`src/rtl/cache_axi_pkg.sv`:
```
`default_nettype none
// +------------------------------------------------------------------+
// | Module   : cache_axi_pkg                                         |
// | Purpose  : Shared AXI encodings, line geometry and FSM states    |
// |            for the cache-side AXI4 initiator.                    |
// | Revision : 1.0  initial release                                  |
// +------------------------------------------------------------------+
package cache_axi_pkg;

    localparam logic [1:0] BURST_FIXED = 2'b00;
    localparam logic [1:0] BURST_INCR  = 2'b01;
    localparam logic [2:0] SIZE_8B     = 3'd3;
    localparam logic [1:0] RESP_OKAY   = 2'b00;
    localparam logic [1:0] RESP_DECERR = 2'b11;

    // A 16-byte line moves as two 8-byte beats; AXI len is beats-1.
    localparam int         LINE_BEATS  = 2;
    localparam logic [7:0] LINE_LEN    = 8'(LINE_BEATS - 1);

    typedef enum logic [2:0] {
        ST_IDLE = 3'd0,
        ST_AR   = 3'd1,
        ST_R    = 3'd2,
        ST_WR   = 3'd3,
        ST_B    = 3'd4,
        ST_DONE = 3'd5
    } cax_state_t;

endpackage
`default_nettype wire

```
`src/rtl/cache_axi_wdog.sv`:
```
`default_nettype none
// +------------------------------------------------------------------+
// | Module   : cache_axi_wdog                                        |
// | Purpose  : Bus watchdog. Counts cycles spent waiting on the AXI  |
// |            slave and flags expiry after TIMEOUT_CYCLES cycles    |
// |            without any handshake.                                |
// |            Only compiled when CACHE_AXI_TIMEOUT_EN is defined.   |
// | Revision : 1.0  initial release                                  |
// +------------------------------------------------------------------+
`ifdef CACHE_AXI_TIMEOUT_EN
module cache_axi_wdog #(
    parameter int TIMEOUT_CYCLES = 1024
) (
    input  logic clock,
    input  logic rst_n,
    input  logic i_active,
    input  logic i_clear,
    output logic o_expired
);

    localparam int CW = $clog2(TIMEOUT_CYCLES + 1);

    logic [CW-1:0] r_cnt;

    assign o_expired = (r_cnt == CW'(TIMEOUT_CYCLES));

    // Count waiting cycles; any handshake or leaving the bus states restarts it.
    always_ff @(posedge clock) begin
        if (!rst_n || !i_active || i_clear) begin
            r_cnt <= '0;
        end else if (!o_expired) begin
            r_cnt <= r_cnt + 1'b1;
        end
    end

endmodule
`endif
`default_nettype wire

```
`src/rtl/cache_axi_master.sv`:
```
`default_nettype none
// +------------------------------------------------------------------+
// | Module   : cache_axi_master                                      |
// | Purpose  : AXI4 initiator for cache requests. Line refill and    |
// |            writeback as 2-beat INCR bursts, uncached access as   |
// |            1-beat FIXED transfers, one transaction at a time.    |
// | Options  : CACHE_AXI_TIMEOUT_EN adds a bus watchdog that aborts  |
// |            a stalled transaction with resp_err.                  |
// | Revision : 1.0  initial release                                  |
// +------------------------------------------------------------------+
module cache_axi_master
    import cache_axi_pkg::*;
#(
    parameter logic [3:0] ID_VAL         = 4'd0,
    parameter int         TIMEOUT_CYCLES = 1024
) (
    input  logic         clock,
    input  logic         rst_n,
    // cache request side
    input  logic         i_req_valid,
    output logic         o_req_ready,
    input  logic         i_req_we,
    input  logic         i_req_uncached,
    input  logic [31:0]  i_req_addr,
    input  logic [2:0]   i_req_size,
    input  logic [127:0] i_req_wdata,
    input  logic [7:0]   i_req_wstrb,
    output logic         o_resp_valid,
    output logic [127:0] o_resp_rdata,
    output logic         o_resp_err,
    // AXI read address
    output logic [31:0]  o_araddr,
    output logic [3:0]   o_arid,
    output logic [7:0]   o_arlen,
    output logic [2:0]   o_arsize,
    output logic [1:0]   o_arburst,
    output logic         o_arvalid,
    input  logic         i_arready,
    // AXI read data
    input  logic [63:0]  i_rdata,
    input  logic [1:0]   i_rresp,
    input  logic [3:0]   i_rid,
    input  logic         i_rlast,
    input  logic         i_rvalid,
    output logic         o_rready,
    // AXI write address
    output logic [31:0]  o_awaddr,
    output logic [3:0]   o_awid,
    output logic [7:0]   o_awlen,
    output logic [2:0]   o_awsize,
    output logic [1:0]   o_awburst,
    output logic         o_awvalid,
    input  logic         i_awready,
    // AXI write data
    output logic [63:0]  o_wdata,
    output logic [7:0]   o_wstrb,
    output logic         o_wlast,
    output logic         o_wvalid,
    input  logic         i_wready,
    // AXI write response
    input  logic [1:0]   i_bresp,
    input  logic [3:0]   i_bid,
    input  logic         i_bvalid,
    output logic         o_bready
);

    cax_state_t r_state;
    cax_state_t w_state_nxt;

    logic [31:0]  r_addr;
    logic [7:0]   r_len;
    logic [2:0]   r_size;
    logic [1:0]   r_burst;
    logic [127:0] r_wdata;
    logic [7:0]   r_wstrb;
    logic [127:0] r_rdata;
    logic         r_err;
    logic         r_cnt;
    logic         r_aw_done;
    logic         r_w_done;

    logic w_cnt_last;
    logic w_timeout;
    logic w_ar_hs;
    logic w_r_beat;
    logic w_aw_hs;
    logic w_w_hs;
    logic w_b_beat;

    assign w_cnt_last = ({7'd0, r_cnt} == r_len);
    assign w_ar_hs    = o_arvalid & i_arready;
    // Responses carrying a foreign ID are not ours and are skipped.
    assign w_r_beat   = o_rready & i_rvalid & (i_rid == ID_VAL);
    assign w_aw_hs    = o_awvalid & i_awready;
    assign w_w_hs     = o_wvalid & i_wready;
    assign w_b_beat   = o_bready & i_bvalid & (i_bid == ID_VAL);

`ifdef CACHE_AXI_TIMEOUT_EN
    logic w_wd_active;
    logic w_wd_clear;

    assign w_wd_active = (r_state == ST_AR) || (r_state == ST_R) ||
                         (r_state == ST_WR) || (r_state == ST_B);
    assign w_wd_clear  = w_ar_hs | (o_rready & i_rvalid) | w_aw_hs | w_w_hs |
                         (o_bready & i_bvalid);

    cache_axi_wdog #(
        .TIMEOUT_CYCLES (TIMEOUT_CYCLES)
    ) u_wdog (
        .clock     (clock),
        .rst_n     (rst_n),
        .i_active  (w_wd_active),
        .i_clear   (w_wd_clear),
        .o_expired (w_timeout)
    );
`else
    assign w_timeout = 1'b0;
`endif

    assign o_araddr     = r_addr;
    assign o_arid       = ID_VAL;
    assign o_arlen      = r_len;
    assign o_arsize     = r_size;
    assign o_arburst    = r_burst;
    assign o_awaddr     = r_addr;
    assign o_awid       = ID_VAL;
    assign o_awlen      = r_len;
    assign o_awsize     = r_size;
    assign o_awburst    = r_burst;
    assign o_wdata      = r_cnt ? r_wdata[127:64] : r_wdata[63:0];
    assign o_wstrb      = r_wstrb;
    assign o_resp_rdata = r_rdata;
    assign o_resp_err   = (r_state == ST_DONE) & r_err;

    // State register.
    always_ff @(posedge clock) begin
        if (!rst_n) begin
            r_state <= ST_IDLE;
        end else begin
            r_state <= w_state_nxt;
        end
    end

    // Next state and handshake outputs; all outputs depend only on registered state.
    always_comb begin
        w_state_nxt  = r_state;
        o_req_ready  = 1'b0;
        o_arvalid    = 1'b0;
        o_rready     = 1'b0;
        o_awvalid    = 1'b0;
        o_wvalid     = 1'b0;
        o_wlast      = 1'b0;
        o_bready     = 1'b0;
        o_resp_valid = 1'b0;
        case (r_state)
            ST_IDLE: begin
                o_req_ready = 1'b1;
                if (i_req_valid) begin
                    w_state_nxt = i_req_we ? ST_WR : ST_AR;
                end
            end
            ST_AR: begin
                o_arvalid = ~w_timeout;
                if (w_timeout) begin
                    w_state_nxt = ST_DONE;
                end else if (i_arready) begin
                    w_state_nxt = ST_R;
                end
            end
            ST_R: begin
                o_rready = ~w_timeout;
                if (w_timeout) begin
                    w_state_nxt = ST_DONE;
                end else if (i_rvalid && (i_rid == ID_VAL) && w_cnt_last) begin
                    w_state_nxt = ST_DONE;
                end
            end
            ST_WR: begin
                o_awvalid = ~r_aw_done & ~w_timeout;
                o_wvalid  = ~r_w_done & ~w_timeout;
                o_wlast   = w_cnt_last;
                if (w_timeout) begin
                    w_state_nxt = ST_DONE;
                end else if ((r_aw_done || i_awready) &&
                             (r_w_done || (i_wready && w_cnt_last))) begin
                    w_state_nxt = ST_B;
                end
            end
            ST_B: begin
                o_bready = ~w_timeout;
                if (w_timeout) begin
                    w_state_nxt = ST_DONE;
                end else if (i_bvalid && (i_bid == ID_VAL)) begin
                    w_state_nxt = ST_DONE;
                end
            end
            ST_DONE: begin
                o_resp_valid = 1'b1;
                w_state_nxt  = ST_IDLE;
            end
            default: begin
                w_state_nxt = ST_IDLE;
            end
        endcase
    end

    // Request capture, beat counting, read-data assembly and error accumulation.
    always_ff @(posedge clock) begin
        if (!rst_n) begin
            r_addr    <= '0;
            r_len     <= '0;
            r_size    <= '0;
            r_burst   <= '0;
            r_wdata   <= '0;
            r_wstrb   <= '0;
            r_rdata   <= '0;
            r_err     <= 1'b0;
            r_cnt     <= 1'b0;
            r_aw_done <= 1'b0;
            r_w_done  <= 1'b0;
        end else begin
            if (w_timeout) begin
                r_err <= 1'b1;
            end
            case (r_state)
                ST_IDLE: begin
                    if (i_req_valid) begin
                        r_addr    <= i_req_uncached ? i_req_addr : {i_req_addr[31:4], 4'h0};
                        r_len     <= i_req_uncached ? 8'd0 : LINE_LEN;
                        r_size    <= i_req_uncached ? i_req_size : SIZE_8B;
                        r_burst   <= i_req_uncached ? BURST_FIXED : BURST_INCR;
                        r_wstrb   <= i_req_uncached ? i_req_wstrb : 8'hFF;
                        r_wdata   <= i_req_wdata;
                        r_rdata   <= '0;
                        r_err     <= 1'b0;
                        r_cnt     <= 1'b0;
                        r_aw_done <= 1'b0;
                        r_w_done  <= 1'b0;
                    end
                end
                ST_R: begin
                    if (w_r_beat) begin
                        if (r_cnt) begin
                            r_rdata[127:64] <= i_rdata;
                        end else begin
                            r_rdata[63:0] <= i_rdata;
                        end
                        if ((i_rresp == RESP_DECERR) || (i_rlast != w_cnt_last)) begin
                            r_err <= 1'b1;
                        end
                        if (!w_cnt_last) begin
                            r_cnt <= 1'b1;
                        end
                    end
                end
                ST_WR: begin
                    if (w_aw_hs) begin
                        r_aw_done <= 1'b1;
                    end
                    if (w_w_hs) begin
                        if (w_cnt_last) begin
                            r_w_done <= 1'b1;
                        end else begin
                            r_cnt <= 1'b1;
                        end
                    end
                end
                ST_B: begin
                    if (w_b_beat && (i_bresp == RESP_DECERR)) begin
                        r_err <= 1'b1;
                    end
                end
                default: begin
                end
            endcase
        end
    end

endmodule
`default_nettype wire
```
`config.mk`:
```
export PLATFORM = sky130hd
export DESIGN_NAME = cache_axi_master
export DESIGN_NICKNAME = d
export VERILOG_FILES = /design/src/rtl/cache_axi_pkg.sv /design/src/rtl/cache_axi_wdog.sv /design/src/rtl/cache_axi_master.sv
export SDC_FILE = /design/constraint.sdc
export NUM_CORES = 1
export LEC_CHECK = 0
export BUFFER_PORTS_ARGS = -buffer_cell sky130_fd_sc_hd__buf_2
export CORE_MARGIN = 2
export CORE_UTILIZATION = 23
export CTS_CLUSTER_DIAMETER = 120
export CTS_CLUSTER_SIZE = 10
export DETAILED_ROUTE_END_ITERATION = 16
export GPL_ROUTABILITY_DRIVEN = 0
export GPL_TIMING_DRIVEN = 0
export PLACE_DENSITY = 0.44
export RECOVER_POWER = 50
export SLEW_MARGIN = 20
export SYNTH_ARGS = -nofsm -noshare
export SYNTH_HDL_FRONTEND = slang
export SYNTH_HIERARCHICAL = 1
export SYNTH_SLANG_ARGS = --single-unit
```
`constraint.sdc`:
```
create_clock -name clock -period 1.8 [get_ports clock]
set_clock_uncertainty 0.2 [all_clocks]
set_input_delay 0.09 -clock clock [delete_from_list [all_inputs] [get_ports clock]]
set_output_delay 0.09 -clock clock [all_outputs]
set_load 0.01 [all_outputs]
```
==> results.toml, run 1 <==
[outcome]
outcome = "complete, but fails checks"
violations = "negative setup slack"

[critical_path]
critical_path.most_common_cell = "clkbuf_16"
cp.depth = 5
crit_buf_inv = 4
start_kind = "flop"
crit_arrival_ns = 1.82
reg2regPathDepth = 7
cp-end-kind = "primary output"
crit_type = "reg2out"
critical-path-max-stage-delay_ns = 0.36
cp_max_fo = 5
crit_slowest_cell = "dfxtp_4"
cp_top_family = "buffers and inverters"
crit_path_cell_trace = "buf_8, clkbuf_16, clkbuf_16, mux2_4, buf_6"
critPathRequiredTime_ns = 1.51

[power_and_ir_drop]
total_power_mw = 30.0
p_per_area_nw_per_um2 = 1180
ir_worst_vdd_uv = 700
leakagePower_nw = 10.9

[yosys]
ys_types = 48
synth_top_cell_by_area = "dfxtp_1"
synth_area_per_cell_um2 = 8.76
netlist_area_um2 = 13500
synth.area.top_cells = "dfxtp_1 45%, a21boi_0 9.2%, nand2_1 9.0%"
yosys.area_share.simple = 0.180
synth_top_family_by_area = "compound AO/OA/AOI/OAI gates"
yosysMostFrequentCell = "nand2_1"
yosysTopAreaCellShare = 0.455
yosysSeqAreaShare = 0.455
synth_commonest_cells = "324 x nand2_1, 307 x dfxtp_1, 165 x a21boi_0, 119 x clkbuf_1, 74 x o21ai_1"
yosys.area_share.adder = 0
ys_warn_count = 6
postSynth.asyncResetShare = 0
yosys.area_share.xor_xnor = 0.000648
synth-compound-area-share = 0.227
synth_edf_count = 0
ys_ff_latch = 307
synthMuxAreaShare = 0.0541
synth-main-ff-cell = "dfxtp_1"
synthCells = 1542

[floorplan]
die_y_um = 246
ios = 565
rows = 88
dieArea_um2 = 60700
die_width_um = 246
core_um2 = 57900
initial_utilization = 0.233

[timing]
fmax_mhz = 474
fin_crit_sh = 1.17
rsz0062_at_grt = "yes"
drv_slew = 0
worstMarginPinSlew_ns = 0.896
slew_headroom = 0.401
setup_ws_ns = -0.309
period_minus_slack_ns = 2.11
finalSetupViolations = 310
hold_violations = 0
setup_tns_ns = -47.80

[detailed_routing]
vias_per_cell = 4.62
num_vias = 15122
drt-initial-drc-count = 494
routed_wl_um = 67800
wl_per_cell_um = 20.7
remaining_drc_errors = 0
dr.pass1.iters = 5
ant_nets = 0

[grt]
first_global_vias = 15525
grt_max_degree = 11
grt_pass1_wl_um = 96400
grt_overflow = 0
track_usage = 0.210
antenna_found_initial = 2

[worst_hold_path]
hold_class = "in2reg"
hold_depth = 6

[layout]
nets = 2761
layout.cells.non_filler = 3273
multi_input_area_um2 = 8000
fin_util = 0.441
seq_area_um2 = 6160
area_growth_pct = 88.8
layout-drive-gt1-share = 0.440
n_fill_cell = 5717

[cts]
numCtsBuffers = 36
clock_latency_ns = 0.55
cts_tree = "yes"
clk_path_buf_depth = 3
cts_num_sinks = 307
ctsRootBufferMaster = "clkbuf_16"
path_clk_slew_ns = 0.06
htreeDepth = 2

[flow_run]
maxCapViolCount = 0

[placement]
hpwl_um = 46600
io_buffers = 538
dp_slack_ns = -1.22
place_inst = 2868
-- layout make-up --
class,count,share of cell area
Inverter,4,0.000686
Buffer,211,0.0844
Sequential cell,307,0.241
Timing Repair Buffer,904,0.285
Antenna cell,2,0.000196
Clock inverter,3,0.00176
Multi-Input combinational cell,1039,0.313
Clock buffer,38,0.0360
Tap cell,765,0.0375
-- path summary, 6_finish.rpt --
| kind | end | slack (ns) | startpoint |
|---|---|---|---|
| max reg2reg | o_resp_rdata[92] | -0.27 | r_state[1] |
| min | o_resp_rdata[2] | 0.11 | i_rid[2] |
| min reg2reg | r_wdata[33] | 0.25 | r_wdata[33] |
| max | o_wdata[38] | -0.31 | r_cnt |
-- logic make-up after synthesis --
logic type | Yosys count
compound gates | 448
xor+xnor | 1
buf+inv | 219
flops | 307
mux | 65
other cells | 1
simple gates | 501
-- report_power, final --
group / internal, mW / switching (mW) / total (mW) / leakage, nW
Clock: 3.62 / 2.98 / 6.60 / 0.473
Sequential: 7.67 / 0.590 / 8.26 / 2.50
Combinational: 7.82 / 7.32 / 15.1 / 7.93
-- per-stage QoR --
stage	area (um2)	hold WS, ns
6_report	25500	0.109
2_1_floorplan	13600	0.0299
5_1_grt	25500	0.120
3_5_place_dp	17300	0.149
4_1_cts	24200	0.0490
3_3_place_gp	17300	0.143
-- what timing repair did --
action,CTS,global route
hold buffers,251,1
endpoints found under the hold margin,306,2
cloned,36,7
resized for setup,708,411
setup buffers,62,19
pin swaps,108,254
setup endpoints to repair,383,376
-- worst min-delay path: stages --
cell	delay, ns
buf_2	0.10
or4b_4	0.15
nor2_1	0.06
buf_2	0.22
nand4b_1	0.13
a21boi_1	0.06
-- layer usage --
metal | vias to the layer above | routed length, um | GRT usage
met5 | - | 16 | 0
met4 | 2 | 1950 | 0.0663
met3 | 110 | 5250 | 0.0680
met2 | 455 | 34000 | 0.374
met1 | 7315 | 26600 | 0.236
li1 | 7240 | - | -
-- placed cells by master, fill, tap and decap left out, types with 83 or more instances in the layout --
cell type	n
clkbuf_16	87
clkbuf_1	156
buf_4	88
o21ai_2	88
dfxtp_1	302
a21boi_1	158
dlygate4sd3_1	252
buf_6	101
buf_2	370
nand2_4	83
nand2_1	224
-- sequential cells by signal, indices dropped and copies added (netlist names), 3 cells and up --
signal and cells:
o_resp_rdata 128, r_wdata 128, o_araddr 32, o_wstrb 8, o_arsize 3, r_state 3
Power figures use the tool's default switching activity.
==> run 2, diff against run 1 <==
--- a/config.mk
+++ b/config.mk
@@ -13,8 +13,9 @@
 export DETAILED_ROUTE_END_ITERATION = 16
 export GPL_ROUTABILITY_DRIVEN = 0
 export GPL_TIMING_DRIVEN = 0
-export PLACE_DENSITY = 0.44
+export PLACE_DENSITY = 0.53
 export RECOVER_POWER = 50
+export SKIP_LAST_GASP = 1
 export SLEW_MARGIN = 20
 export SYNTH_ARGS = -nofsm -noshare
 export SYNTH_HDL_FRONTEND = slang
==> constraint.sdc (replaced) <==
create_clock -name clock -period 2.16 [get_ports clock]
set_clock_uncertainty 0.2 [all_clocks]
set_input_delay 0.108 -clock clock [delete_from_list [all_inputs] [get_ports clock]]
set_output_delay 0.108 -clock clock [all_outputs]
set_load 0.01 [all_outputs]
==> results.toml, run 2 (same netlist as run 1, synthesis figures left out) <==
[outcome]
outcome = "complete, but fails checks"
violations = "negative hold slack, negative setup slack"

[cts]
cts_num_sinks = 307
ctsRootBufferMaster = "clkbuf_16"
hold_buffers = 251
numCtsBuffers = 36
htreeDepth = 2
path_clk_slew_ns = 0.06
clock_latency_ns = 0.54
cts_tree = "yes"
clk_path_buf_depth = 3

[detailed_routing]
vias_per_cell = 4.60
remaining_drc_errors = 0
drt-initial-drc-count = 607
num_vias = 14628
routed_wl_um = 62300
ant_nets = 0
dr.pass1.iters = 5
wl_per_cell_um = 19.6

[critical_path]
cp-startpoint = "r_cnt"
reg2regPathDepth = 6
r2r_start = "r_state[0]"
r2r_slack_ns = 0.04
crit_type = "reg2out"
cp_max_fo = 10
start_kind = "flop"
critPathRequiredTime_ns = 1.85
crit_path_end = "o_wdata[46]"
cp-end-kind = "primary output"
crit_arrival_ns = 1.90
reg2reg_to = "o_resp_rdata[36]"

[grt]
grt_overflow = 0
track_usage = 0.193
first_global_vias = 14945
antenna_found_initial = 6
grt_max_degree = 11
grt_pass1_wl_um = 88900

[timing]
fin_crit_sh = 1.02
hold_violations = 1
drv_slew = 0
setup_ws_ns = -0.0529
finalSetupViolations = 29
worstMarginPinSlew_ns = 1.02
period_minus_slack_ns = 2.21
holdWs_ns = -0.0185
slew_headroom = 0.322
rsz0062_at_grt = "yes"
fmax_mhz = 452

[floorplan]
die_width_um = 246
ios = 565
core_um2 = 57900
initial_utilization = 0.233
die_y_um = 246
dieArea_um2 = 60700
rows = 88

[layout]
layout.cells.most_common = "buf_2"
area_growth_pct = 55.7
fin_util = 0.363
layout-drive-gt1-share = 0.261
nets = 2669
n_fill_cell = 6045
layout_common_cells = "357 x buf_2, 323 x nand2_1, 303 x dfxtp_1"

[flow_run]
maxCapViolCount = 0

[power_and_ir_drop]
leakagePower_nw = 8.49
p_per_area_nw_per_um2 = 926
ir_worst_vdd_uv = 509

[worst_hold_path]
hold_class = "in2reg"

[placement]
io_buffers = 538
hpwl_um = 46700
[run 2: cell types whose count changed in the layout (fill, tap and decap cells not counted), moves of 82 or more]
cell and delta:
nand2_4 -82, a21boi_1 -97, clkbuf_1 +103, a21boi_0 +165
nand2_1 +99, o21ai_2 -88, buf_6 -85
[run 2: final cells by class]
class | instances | area (um2) | area share
antenna | 5 | 12.5 | 0.000595
buffer | 214 | 1370 | 0.0649
clock buffer | 37 | 926 | 0.0440
clock inverter | 3 | 22.5 | 0.00107
inverter | 4 | 17.5 | 0.000832
multi-input combinational | 1039 | 6420 | 0.305
sequential | 307 | 6160 | 0.293
tap | 765 | 957 | 0.0455
timing repair buffer | 809 | 5160 | 0.245
[run 2: layer usage]
layer | global-route usage | part of all wire | up-vias
met3 | 0.0554 | 0.077 | 119
li1 | - | - | 7025
met4 | 0.0677 | 0.038 | 0
met5 | 0 | 0 | -
met2 | 0.357 | 0.50 | 550
met1 | 0.206 | 0.39 | 6934
[run 2: worst max-delay path, cell delays in order (launching register included)]
cell and delay (ns):
dfxtp_4 0.44, clkbuf_16 0.20, clkbuf_16 0.17, mux2_2 0.37, buf_2 0.15
[run 2: where the power goes]
part | total (mW) | switching, mW | internal (mW)
Combinational | 7.20 | 4.44 | 2.77
Clock | 5.41 | 2.39 | 3.03
Sequential | 6.86 | 0.468 | 6.39
[run 2: worst min-delay path by stage]
stage | from | end | slack, ns | depth (start not counted)
after global placement | i_req_wdata[17] | r_wdata[17] | 0.16 | 3
final | i_rid[0] | r_state[2] | -0.02 | 5
after CTS | i_rid[0] | r_state[2] | 0.0009 | 5
after global routing | i_rid[0] | r_state[2] | -0.02 | 5
after floorplan | i_wready | r_w_done | 0.05 | 2
after detailed placement | i_req_wdata[17] | r_wdata[17] | 0.16 | 3
[run 2: what timing repair did]
action / CTS / global route
cloned: 0 / 4
setup buffers: 12 / 4
pin swaps: 3 / 2
endpoints found under the setup margin: 376 / 266
resized for setup: 97 / 68
hold endpoints to repair: 306 / 1
[run 2: metrics by stage]
stage               total power, mW  TNS (ns)  std cells  worst slack [ns]  instance area, um2
floorplan                      10.6         0       1565             0.272               13600
global placement               13.3   -211.84       2868             -1.02               17300
detailed placement             13.4   -218.78       2868             -1.07               17300
CTS                            19.6     -4.48       3170            -0.108               21100
global route                   20.5     -6.35       3181            -0.107               21000
finish                         19.5    -0.486       3183           -0.0529               21000
==> run 3, diff against run 2 <==
--- a/config.mk
+++ b/config.mk
@@ -8,6 +8,7 @@
 export BUFFER_PORTS_ARGS = -buffer_cell sky130_fd_sc_hd__buf_2
 export CORE_MARGIN = 2
 export CORE_UTILIZATION = 23
+export CTS_BUF_LIST = sky130_fd_sc_hd__clkbuf_4
 export CTS_CLUSTER_DIAMETER = 120
 export CTS_CLUSTER_SIZE = 10
 export DETAILED_ROUTE_END_ITERATION = 16
==> results.toml, run 3 (same netlist as run 1, synthesis figures left out) <==
[timing]
finalSetupViolations = 192
rsz0062_at_grt = "yes"
hold_violations = 0
period_minus_slack_ns = 2.44
fin_crit_sh = 1.13
setup_tns_ns = -24.25
slew_headroom = 0.329
drv_slew = 0
fmax_mhz = 410
worstMarginPinSlew_ns = 0.993
setup_ws_ns = -0.281

[layout]
multi_input_area_um2 = 6400
n_fill_cell = 5790
layout.cells.most_common = "dlygate4sd3_1"
area_growth_pct = 69.7
layout_common_cells = "494 x dlygate4sd3_1, 401 x buf_2, 323 x nand2_1"
seq_area_um2 = 6160
layout-drive-gt1-share = 0.253
nets = 2911

[grt]
grt_max_degree = 11
grt_pass1_wl_um = 95600
first_global_vias = 16439
grt_overflow = 0
track_usage = 0.205
antenna_found_initial = 8

[critical_path]
crit_slowest_cell = "nor4b_2"
cp-end-kind = "flop"
crit_buf_inv = 3
crit_path_cell_trace = "nor4b_2, nor2_1, buf_2, clkbuf_2, clkbuf_1, nand4b_1, a21boi_1"
start_kind = "flop"
critical-path-max-stage-delay_ns = 0.46
critPathRequiredTime_ns = 2.63
cp_top_family = "simple AND/OR/NAND/NOR gates"
cp_max_fo = 10
crit_type = "reg2reg"
crit_arrival_ns = 2.91
r2r_slack_ns = -0.28

[power_and_ir_drop]
ir_worst_vdd_uv = 504
leakagePower_nw = 9.43
p_per_area_nw_per_um2 = 758

[floorplan]
die_y_um = 246
rows = 88
die_width_um = 246
core_um2 = 57900
initial_utilization = 0.233
ios = 565
dieArea_um2 = 60700

[cts]
ctsRootBufferMaster = "clkbuf_4"
cts_tree = "yes"
cts_num_sinks = 307
numCtsBuffers = 36
htreeDepth = 2
clk_path_buf_depth = 3
path_clk_slew_ns = 0.15
clock_latency_ns = 0.75

[detailed_routing]
ant_nets = 0
routed_wl_um = 65300
remaining_drc_errors = 0
num_vias = 15841
dr.pass1.iters = 7
drt-initial-drc-count = 688
wl_per_cell_um = 19.1
vias_per_cell = 4.62

[placement]
hpwl_um = 46700
io_buffers = 538
dp_slack_ns = -1.07

[worst_hold_path]
hold_class = "in2reg"

[flow_run]
maxCapViolCount = 0

[outcome]
outcome = "complete, but fails checks"
violations = "negative setup slack"
==> run 3: cell types whose count changed in the layout (fill, tap and decap cells not counted), sizes merged <==
cell and delta:
clkbuf -63, dlygate4sd3 +243, diode +2, buf +62
==> run 3: where the power goes <==
group	internal [mW]	switching, mW
combinational	3.11	4.52
sequential	6.38	0.487
clock	0.801	2.08
total	10.3	7.09
==> run 3: path summary, 6_finish.rpt <==
path,startpoint,endpoint,cells past startpoint
hold / removal,i_rdata[57],o_resp_rdata[57],4
hold reg to reg,r_wdata[25],r_wdata[25],2
setup / recovery,r_cnt,o_resp_rdata[56],7
setup reg to reg,r_cnt,o_resp_rdata[56],7
==> run 3: worst min-delay path, stage by stage <==
cell and delay, ns:
dlygate4sd3_1 0.56, buf_2 0.15, nand4b_1 0.11, a21boi_1 0.06
==> run 3: stage by stage <==
step / cells / total power, mW / instance area [um2] / hold slack, ns / util
finish: 3427 / 17.4 / 22900 / 0.0993 / 0.396
CTS: 3419 / 17.4 / 23000 / 0.00453 / 0.397
floorplan: 1565 / 10.6 / 13600 / 0.0479 / -
global route: 3425 / 18.4 / 22900 / 0.0445 / 0.396
detailed placement: 2868 / 13.4 / 17300 / 0.164 / 0.298
global placement: 2868 / 13.3 / 17300 / 0.162 / 0.298
==> run 3: routing by layer <==
layer	vias to the layer above	GRT usage	share of wire
li1	7516	-	-
met3	147	0.0572	0.077
met1	7508	0.219	0.38
met5	-	0	0
met2	670	0.374	0.50
met4	0	0.0951	0.045
==> run 3: timing repair <==
action                                  CTS  global route
cloned                                    2             1
endpoints found under the setup margin  376           275
hold buffers                            494             0
buffers inserted                         16             1
resized for setup                       123            25
endpoints found under the hold margin   307             0
pin swaps                                 4             0
==> run 3: layout make-up <==
cell class,instances,share of cell area
sequential,307,0.269
buffer,213,0.0611
tap,765,0.0417
antenna,7,0.000764
inverter,4,0.000764
clock buffer,37,0.0121
clock inverter,3,0.000546
timing repair buffer,1052,0.335
multi-input combinational,1039,0.279
